File: src/rtl/afe_threshold_flagger.sv
// afe_threshold_flagger
//
// Per-channel threshold/hysteresis detector on the synchronized ADC sample
// stream. Each sample is captured (stage 1), then checked against the
// addressed channel's state (stage 2). A crossing becomes a flag once enough
// consecutive qualifying samples have arrived on that channel.
//
// Optional feature macro: AFE_FLAG_DEBOUNCE_EN
//   defined   : per-channel debounce counters, cfg_debounce_i honoured
//   undefined : no counters, every qualifying sample transitions at once
//
// Ports:
//   clk_i           clock
//   rst_i           synchronous active-high reset
//   cfg_en_i        detector enable; low clears all channel state
//   cfg_ch_mask_i   per-channel participate mask
//   cfg_thr_hi_i    signed high threshold (LOW -> HIGH when sample > thr_hi)
//   cfg_thr_lo_i    signed low threshold  (HIGH -> LOW when sample < thr_lo)
//   cfg_debounce_i  consecutive qualifying samples required (0 acts as 1)
//   adc_rx_valid_i  sample valid pulse
//   adc_rx_data_i   sample word (sample in low bits, channel id at CH_ID_LSB)
//   flags_valid_o   one-cycle flag pulse
//   flags_o         bit0 rising crossing, bit1 falling crossing
//   flags_chid_o    channel of the flag
module afe_threshold_flagger #(
  parameter int ADC_DATA_WIDTH = 32,
  parameter int ADC_NUM_CHS    = 8,
  parameter int CH_ID_LSB      = 28,
  parameter int CH_ID_WIDTH    = 4,
  parameter int SAMPLE_WIDTH   = 16,
  parameter int CNT_WIDTH      = 4,
  parameter int FLAG_WIDTH     = 2
) (
  input  logic                      clk_i,
  input  logic                      rst_i,
  input  logic                      cfg_en_i,
  input  logic [ADC_NUM_CHS-1:0]    cfg_ch_mask_i,
  input  logic [SAMPLE_WIDTH-1:0]   cfg_thr_hi_i,
  input  logic [SAMPLE_WIDTH-1:0]   cfg_thr_lo_i,
  input  logic [CNT_WIDTH-1:0]      cfg_debounce_i,
  input  logic                      adc_rx_valid_i,
  input  logic [ADC_DATA_WIDTH-1:0] adc_rx_data_i,
  output logic                      flags_valid_o,
  output logic [FLAG_WIDTH-1:0]     flags_o,
  output logic [CH_ID_WIDTH-1:0]    flags_chid_o
);

  localparam int IDX_W = (ADC_NUM_CHS > 1) ? $clog2(ADC_NUM_CHS) : 1;

  typedef enum logic {
    ST_LOW  = 1'b0,
    ST_HIGH = 1'b1
  } state_t;

  // ---------------------------------------------------------------- stage 1
  logic                           s1_valid_reg;
  logic signed [SAMPLE_WIDTH-1:0] s1_sample_reg;
  logic [CH_ID_WIDTH-1:0]         s1_chid_reg;

  always_ff @(posedge clk_i) begin
    if (rst_i) begin
      s1_valid_reg  <= 1'b0;
      s1_sample_reg <= '0;
      s1_chid_reg   <= '0;
    end else begin
      s1_valid_reg <= adc_rx_valid_i;
      if (adc_rx_valid_i) begin
        s1_sample_reg <= adc_rx_data_i[SAMPLE_WIDTH-1:0];
        s1_chid_reg   <= adc_rx_data_i[CH_ID_LSB +: CH_ID_WIDTH];
      end
    end
  end

  // Bits between the sample and channel-id fields carry nothing for us.
  logic data_unused;
  assign data_unused = ^adc_rx_data_i;

  // ---------------------------------------------------------------- stage 2
  logic                           chid_in_range;
  logic [IDX_W-1:0]               ch_idx;
  logic                           eval;
  logic signed [SAMPLE_WIDTH-1:0] thr_hi_s;
  logic signed [SAMPLE_WIDTH-1:0] thr_lo_s;
  logic                           above_hi;
  logic                           below_lo;

  assign chid_in_range = (32'(s1_chid_reg) < 32'(ADC_NUM_CHS));
  assign ch_idx        = s1_chid_reg[IDX_W-1:0];
  // cfg_en_i gates evaluation, so a sample sitting in stage 1 while the
  // enable drops is simply dropped.
  assign eval          = s1_valid_reg & cfg_en_i & chid_in_range & cfg_ch_mask_i[ch_idx];
  assign thr_hi_s      = cfg_thr_hi_i;
  assign thr_lo_s      = cfg_thr_lo_i;
  assign above_hi      = (s1_sample_reg > thr_hi_s);
  assign below_lo      = (s1_sample_reg < thr_lo_s);

`ifdef AFE_FLAG_DEBOUNCE_EN
  logic [CNT_WIDTH-1:0] deb_eff;
  assign deb_eff = (cfg_debounce_i == '0) ? CNT_WIDTH'(1) : cfg_debounce_i;
`else
  logic debounce_unused;
  assign debounce_unused = ^cfg_debounce_i;
`endif

  logic [ADC_NUM_CHS-1:0] rise_vec;
  logic [ADC_NUM_CHS-1:0] fall_vec;

  genvar gi;
  generate
    for (gi = 0; gi < ADC_NUM_CHS; gi++) begin : g_ch
      state_t state_reg;
      state_t state_next;
      logic   hit;
      logic   qualify;
      logic   fire;

      assign hit     = eval && (ch_idx == IDX_W'(gi));
      assign qualify = (state_reg == ST_LOW) ? above_hi : below_lo;

`ifdef AFE_FLAG_DEBOUNCE_EN
      logic [CNT_WIDTH-1:0] cnt_reg;
      logic [CNT_WIDTH-1:0] cnt_next;

      // Compare cnt+1 one bit wider so the threshold test cannot wrap; the
      // transition fires at cnt+1 == deb_eff, so cnt_reg never overflows.
      assign fire = hit && qualify &&
                    (({1'b0, cnt_reg} + 1'b1) >= {1'b0, deb_eff});

      always_comb begin
        cnt_next = cnt_reg;
        if (!cfg_en_i) begin
          cnt_next = '0;
        end else if (hit) begin
          if (!qualify || fire) begin
            cnt_next = '0;
          end else begin
            cnt_next = cnt_reg + 1'b1;
          end
        end
      end

      always_ff @(posedge clk_i) begin
        if (rst_i) begin
          cnt_reg <= '0;
        end else begin
          cnt_reg <= cnt_next;
        end
      end
`else
      assign fire = hit && qualify;
`endif

      always_comb begin
        state_next = state_reg;
        if (!cfg_en_i) begin
          state_next = ST_LOW;
        end else if (fire) begin
          state_next = (state_reg == ST_LOW) ? ST_HIGH : ST_LOW;
        end
      end

      always_ff @(posedge clk_i) begin
        if (rst_i) begin
          state_reg <= ST_LOW;
        end else begin
          state_reg <= state_next;
        end
      end

      assign rise_vec[gi] = fire && (state_reg == ST_LOW);
      assign fall_vec[gi] = fire && (state_reg == ST_HIGH);
    end
  endgenerate

  // ---------------------------------------------------------------- outputs
  // At most one channel is addressed per cycle, so OR-reducing is exact.
  logic                   flag_any;
  logic                   flags_valid_reg;
  logic [FLAG_WIDTH-1:0]  flags_reg;
  logic [CH_ID_WIDTH-1:0] flags_chid_reg;

  assign flag_any = |(rise_vec | fall_vec);

  always_ff @(posedge clk_i) begin
    if (rst_i) begin
      flags_valid_reg <= 1'b0;
      flags_reg       <= '0;
      flags_chid_reg  <= '0;
    end else begin
      flags_valid_reg <= flag_any;
      flags_reg       <= FLAG_WIDTH'({|fall_vec, |rise_vec});
      flags_chid_reg  <= flag_any ? s1_chid_reg : '0;
    end
  end

  assign flags_valid_o = flags_valid_reg;
  assign flags_o       = flags_reg;
  assign flags_chid_o  = flags_chid_reg;

endmodule

File: config.mk
export PLATFORM = sky130hd
export DESIGN_NAME = afe_threshold_flagger
export DESIGN_NICKNAME = d
export VERILOG_FILES = /design/src/rtl/afe_threshold_flagger.sv
export SDC_FILE = /design/constraint.sdc
export NUM_CORES = 1
export LEC_CHECK = 0
export ABC_AREA = 1
export CAP_MARGIN = 20
export CORE_UTILIZATION = 34
export CTS_CLUSTER_DIAMETER = 40
export DETAILED_ROUTE_END_ITERATION = 10
export GPL_TIMING_DRIVEN = 1
export PLACE_DENSITY = 0.61
export SETUP_SLACK_MARGIN = 0.4
export SYNTH_ARGS = -nofsm -noshare
export SYNTH_HDL_FRONTEND = slang
export SYNTH_SLANG_ARGS = --single-unit
File: constraint.sdc
create_clock -name clk_i -period 2 [get_ports clk_i]
set_clock_uncertainty 0.05 [all_clocks]
set_input_delay 0.2 -clock clk_i [delete_from_list [all_inputs] [get_ports clk_i]]
set_output_delay 0.2 -clock clk_i [all_outputs]
set_load 0.005 [all_outputs]
* Word level (Yosys, flattened, before mapping)
Cells that the tools add are included.
** Word-level totals
- Bits in registers :: 36
- Bits of input ports :: 80
- Output and inout bits :: 7
- Logic and storage cells :: 95
** Cells by class
- Order comparisons :: 4
- Eq/ne operators :: 7
- Mux-type cells :: 18
- Bitwise operators :: 14
- Reduce and logical (&&, ||, !) cells :: 38
** Operators by type and width (count)
- logical AND 1 bit :: 32
- OR reduction 8 bit :: 3
- 2-to-1 mux 1 bit :: 17
- > comparator 16 bit :: 1
- < comparator 16 bit :: 1
- equality test 3 bit (second input constant) :: 4
- inverter 1 bit :: 10
- OR 8 bit :: 1
- equality test 3 x 2 -> 1 bit (second input constant) :: 2
- < comparator 3 x 4 -> 1 bit (second input constant) :: 1
- < comparator 4 bit (second input constant) :: 1
- OR reduction 2 bit :: 2
- AND 1 bit :: 3
- binary-select mux 1 bit (select 3 bit) :: 1
- equality test 3 x 1 -> 1 bit (second input constant) :: 1
- logical NOT 3 bit :: 1

* Depth between registers and ports, before layout
- Depth after elaboration :: 10
- Gate-level depth with buffers :: 20
- Gate-level depth less buffers :: 20

* Least setup slack after synthesis
No wires, ideal clock.
- Path kind :: flip-flop to flip-flop
- Start :: reg s1_sample_reg[5]
- End :: reg flags_chid_reg[2], in the netlist flags_chid_o[2]
- Library setup time :: 0.117 ns
- Arrival :: 1.684 ns
- Required time :: 1.833 ns
- Setup slack :: 0.148 ns
- Stages on the path, launching flop included :: 16
- Path buffers :: 0
- Period minus slack after synthesis :: 1.852 ns
- Path through :: dfxtp_1 ha_1 a21oi_1 nor2_1 nor3_1 nand2_1 nand2_1 nand2_1 nand2_2 nand3_1 nand3_2 nand2_1 nor2_1 nand2_1 nand2_2 nor2_1
** On the way
- Word-level cells in the longest chain between the ends :: 8
- Elaborated cells between the ends (all ways) :: 38
- Classes of those cells :: order compare (2); mux (8); bitwise (2); reduce/logical (26)
** Ends and longest elaborated chain
- from (decl) :: RTL line 57 : logic signed [SAMPLE_WIDTH-1:0] s1_sample_reg;
- from (signal assigned) :: RTL line 68 : s1_sample_reg <= adc_rx_data_i[SAMPLE_WIDTH-1:0];
- > comparator 16 bit or < comparator 16 bit (tied branches) :: RTL line 94, 95
- 2-to-1 mux 1 bit :: RTL line 118 : assign qualify = (state_reg == ST_LOW) ? above_hi : below_lo;
- logical AND 1 bit :: RTL line 150 : assign fire = hit && qualify;
- logical AND 1 bit (on tied branches) :: RTL line 170, 171
- OR 8 bit (*) :: RTL line 182 : assign flag_any = |(rise_vec | fall_vec);
- OR reduction 8 bit (*) :: RTL line 182
- inverter 1 bit (no line) (*)
- OR reduction 2 bit (no line) (*)
- to (signal assigned) :: RTL line 192 : flags_chid_reg <= flag_any ? s1_chid_reg : '0;
- to (decl) :: RTL line 180 : logic [CH_ID_WIDTH-1:0] flags_chid_reg;
Every way passes the cells marked *; elsewhere a longest branch is shown, timed or not.
A chain may end at the register's enable or synchronous reset.

* Worst setup path in the final report
- Start :: reg s1_sample_reg[15]
- End :: reg flags_chid_reg[2], in the netlist flags_chid_o[2]
The elaborated chain is that of the path after synthesis.

==> run metrics <==
status complete, but fails checks; violations in the final reports setup timing; combinational family with the most area after synthesis simple AND/OR/NAND/NOR gates; max reg flops 16; clock insertion delay at the later pin of the skew report 0.29 ns; simple-gate share of the synthesized area 34.08%; root buffer selected by CTS clkbuf_8; Vias/cell 4.770; post-synthesis instance total 383; share of the yosys chip area belonging to registers 28.66%; endpoint kind of the worst setup timing path flop; Starting Density 36.02%; diode count 0; CTS tree yes; hold slack final 0.4186 ns; max-slew violation total from the final report 0; via count 2776; period utilisation layout 107.4%; capture point of the worst path flags_chid_o[2]; Area growth syn-to-layout 69.50%; count of cells along the worst register-to-register path 14; wire length of the first global-routing pass 11.74 mm; HPWL after DPL 5.035 mm; cells along the critical path ha_4 > nand2_4 > buf_4 > nor3_4 > nand2_4 > buf_12 > nand3_4 > nand3_2 > nand3_4 > nand2_2 > nor2_2 > nand2_2 > nand2_4 > nor2_1; setup ws final -0.1471 ns; synthesized-area fraction occupied by adder cells 15.42%; cell class contributing the biggest share of worst-path delay simple AND/OR/NAND/NOR gates; Critical Setup Path Class flop to flop; cell area after technology mapping 0.002515 mm²; slowest cell on the critical path dfxtp_4; mean area per synthesized cell 6.566 µm²; worst-path maximum fanout 4; global route total overflow 0; final-layout setup total negative slack -0.9442 ns; count of endpoints failing hold in the final timing report 0; count of standard-cell rows 30; Final Util 61.06%; pin count of the biggest net entering global routing 17; total CTS buffers 5; I/O Buffers 70; fraction of final layout cells sized beyond drive strength 1 31.69%; synthesized-area fraction occupied by xor and xnor cells 0%; CTS clock-pin slew for the worst setup and hold paths 0.07 ns; reported leakage power 1.959 nW; placer congestion estimate 0.8178; number of distinct library cell variants in the gate-level netlist after synthesis 25; pre-CTS setup slack -0.5212 ns; average detailed-routed wire length per instance 12.36 µm; antenna violations before repair 0; die extent in y 88.01 µm; r2r startpoint s1_sample_reg[15]; destination of the worst register-to-register timing path flags_chid_o[2]; crit path time final 2.147 ns; startpoint of the worst setup timing path s1_sample_reg[15]; worst path arrival time 2.28 ns; DRT antenna net count 0; floorplan die area 0.007745 mm²; multiplexer share of the synthesized area 0%; stage delay of the slowest cell on the critical path 0.37 ns; maximum clock frequency 465.7 MHz; net total in the final layout 596; total of max-cap violations 0; RSZ-0062 raised after global routing true; worst reg-to-reg setup slack -0.15 ns; DRC 0; drt initial violations 100; DIE WIDTH 88.01 µm; maximum resistive drop on vdd 0.2823 mV; sum of routed wire length over all layers 7.195 mm; maximum clock insertion buffer count 2; critical path's most frequent cell nand2_4; Yosys warnings 0; number of primary I/O pins 87; worst min-delay path class flop to flop; H-tree depth 2; power density over cell area 477.0 mW/mm²; net count after synthesis 494; count of clock tree sinks 36; global router's overall resource usage 19.64%; via count of the first global-routing pass 2649; share of the synthesized area in compound gates (AO/OA/AOI/OAI) 10.75%; WP buf/inv 2; CP Depth 14; core region area 0.006982 mm²; number of detailed-routing iterations run before antenna repair 4; Setup-failing EPs final 10; required time of the critical path 2.14 ns; flip-flop and latch count after synthesis 36; startpoint type of the worst setup path flop
## through the flow
step / instances / total power [W] / area [µm²]
6_report: 582 / 0.002034 / 4263
5_1_grt: 582 / 0.002151 / 4263
4_1_cts: 574 / 0.001961 / 3960
3_5_place_dp: 556 / 0.001286 / 3511
3_3_place_gp: 556 / 0.001279 / 3511
2_1_floorplan: 383 / 0.001064 / 2619
## layout by cell type (no fill, tap or decap), types with 16 or more instances in the layout
master,n
nor2_1,54
ha_4,18
dlygate4sd2_1,22
a21oi_1,16
buf_4,16
nand2_4,16
dfxtp_1,25
clkdlybuf4s50_1,47
o21ai_0,20
nand3_2,18
inv_1,55
nand2_1,55
## how the worst min path moves through the flow
stage | from | endpoint | cells after the start | slack (ns)
floorplan | rst_i | flags_o[0] | 1 | 0.22
global placement | s1_sample_reg[0] | s1_sample_reg[0] | 2 | 0.41
detailed placement | s1_sample_reg[0] | s1_sample_reg[0] | 2 | 0.41
CTS | adc_rx_data_i[14] | s1_sample_reg[14] | 3 | 0.42
global route | adc_rx_data_i[14] | s1_sample_reg[14] | 3 | 0.44
finish | s1_sample_reg[0] | s1_sample_reg[0] | 2 | 0.42
## timing repair
action / in CTS / in global routing
gates cloned: 2 / 0
resized for setup: 93 / 48
buffers inserted: 8 / 8
setup endpoints to repair: 14 / 14
hold buffers: 0 / 0
pin swaps: 19 / 18
## cell type report
class                      count  area [µm²]
tap                           96       120.1
fill                         663        2719
timing repair buffer          98       939.7
clock buffer                   6       82.58
inverter                      68       256.5
clock inverter                 2       10.01
sequential                    36       747.0
multi-input combinational    276        2107
## cell families (layout without fill, tap and decap cells)
logic type,Yosys count,count (layout)
AO/OA/AOI/OAI,51,51
adder cells (fa/ha/maj),31,31
buffers and inverters,73,174
flip-flops,36,36
other,1,1
AND/OR/NAND/NOR,191,193
## power by group
part	internal, W	total (W)	switching, W
clock network	0.000275	0.000554	0.000279
registers	0.000748	0.000786	0.0000373
logic	0.000352	0.000693	0.000341
total	0.00138	0.00203	0.000658
## routing by layer
metal	up-vias	global-route usage, %	routed length (µm)
li1	1435	-	-
met1	1237	23.90	3208
met2	86	34.25	3441
met3	18	4.053	368
met4	0	6.706	177
met5	-	0	0
## synth_stat cells, drive strengths merged
master / count / area share (%)
o21ai: 22 / 4.5
conb: 1 / 0.15
inv: 66 / 9.9
clkinv: 2 / 0.35
ha: 31 / 15
a21oi: 26 / 5.2
a21o: 1 / 0.30
nand2: 83 / 13
a21boi: 2 / 0.75
clkbuf: 3 / 0.45
dfxtp: 36 / 29
buf: 2 / 0.30
nor3: 3 / 0.80
nor2: 60 / 9.1
nand4: 11 / 3.0
nand3: 34 / 8.6
## worst min-delay path, cell delays in order, from the launching register on
cell and delay (ns):
dfxtp_1 0.31, inv_2 0.06, a21oi_1 0.06
No activity file was read; power rests on OpenSTA's default activity.
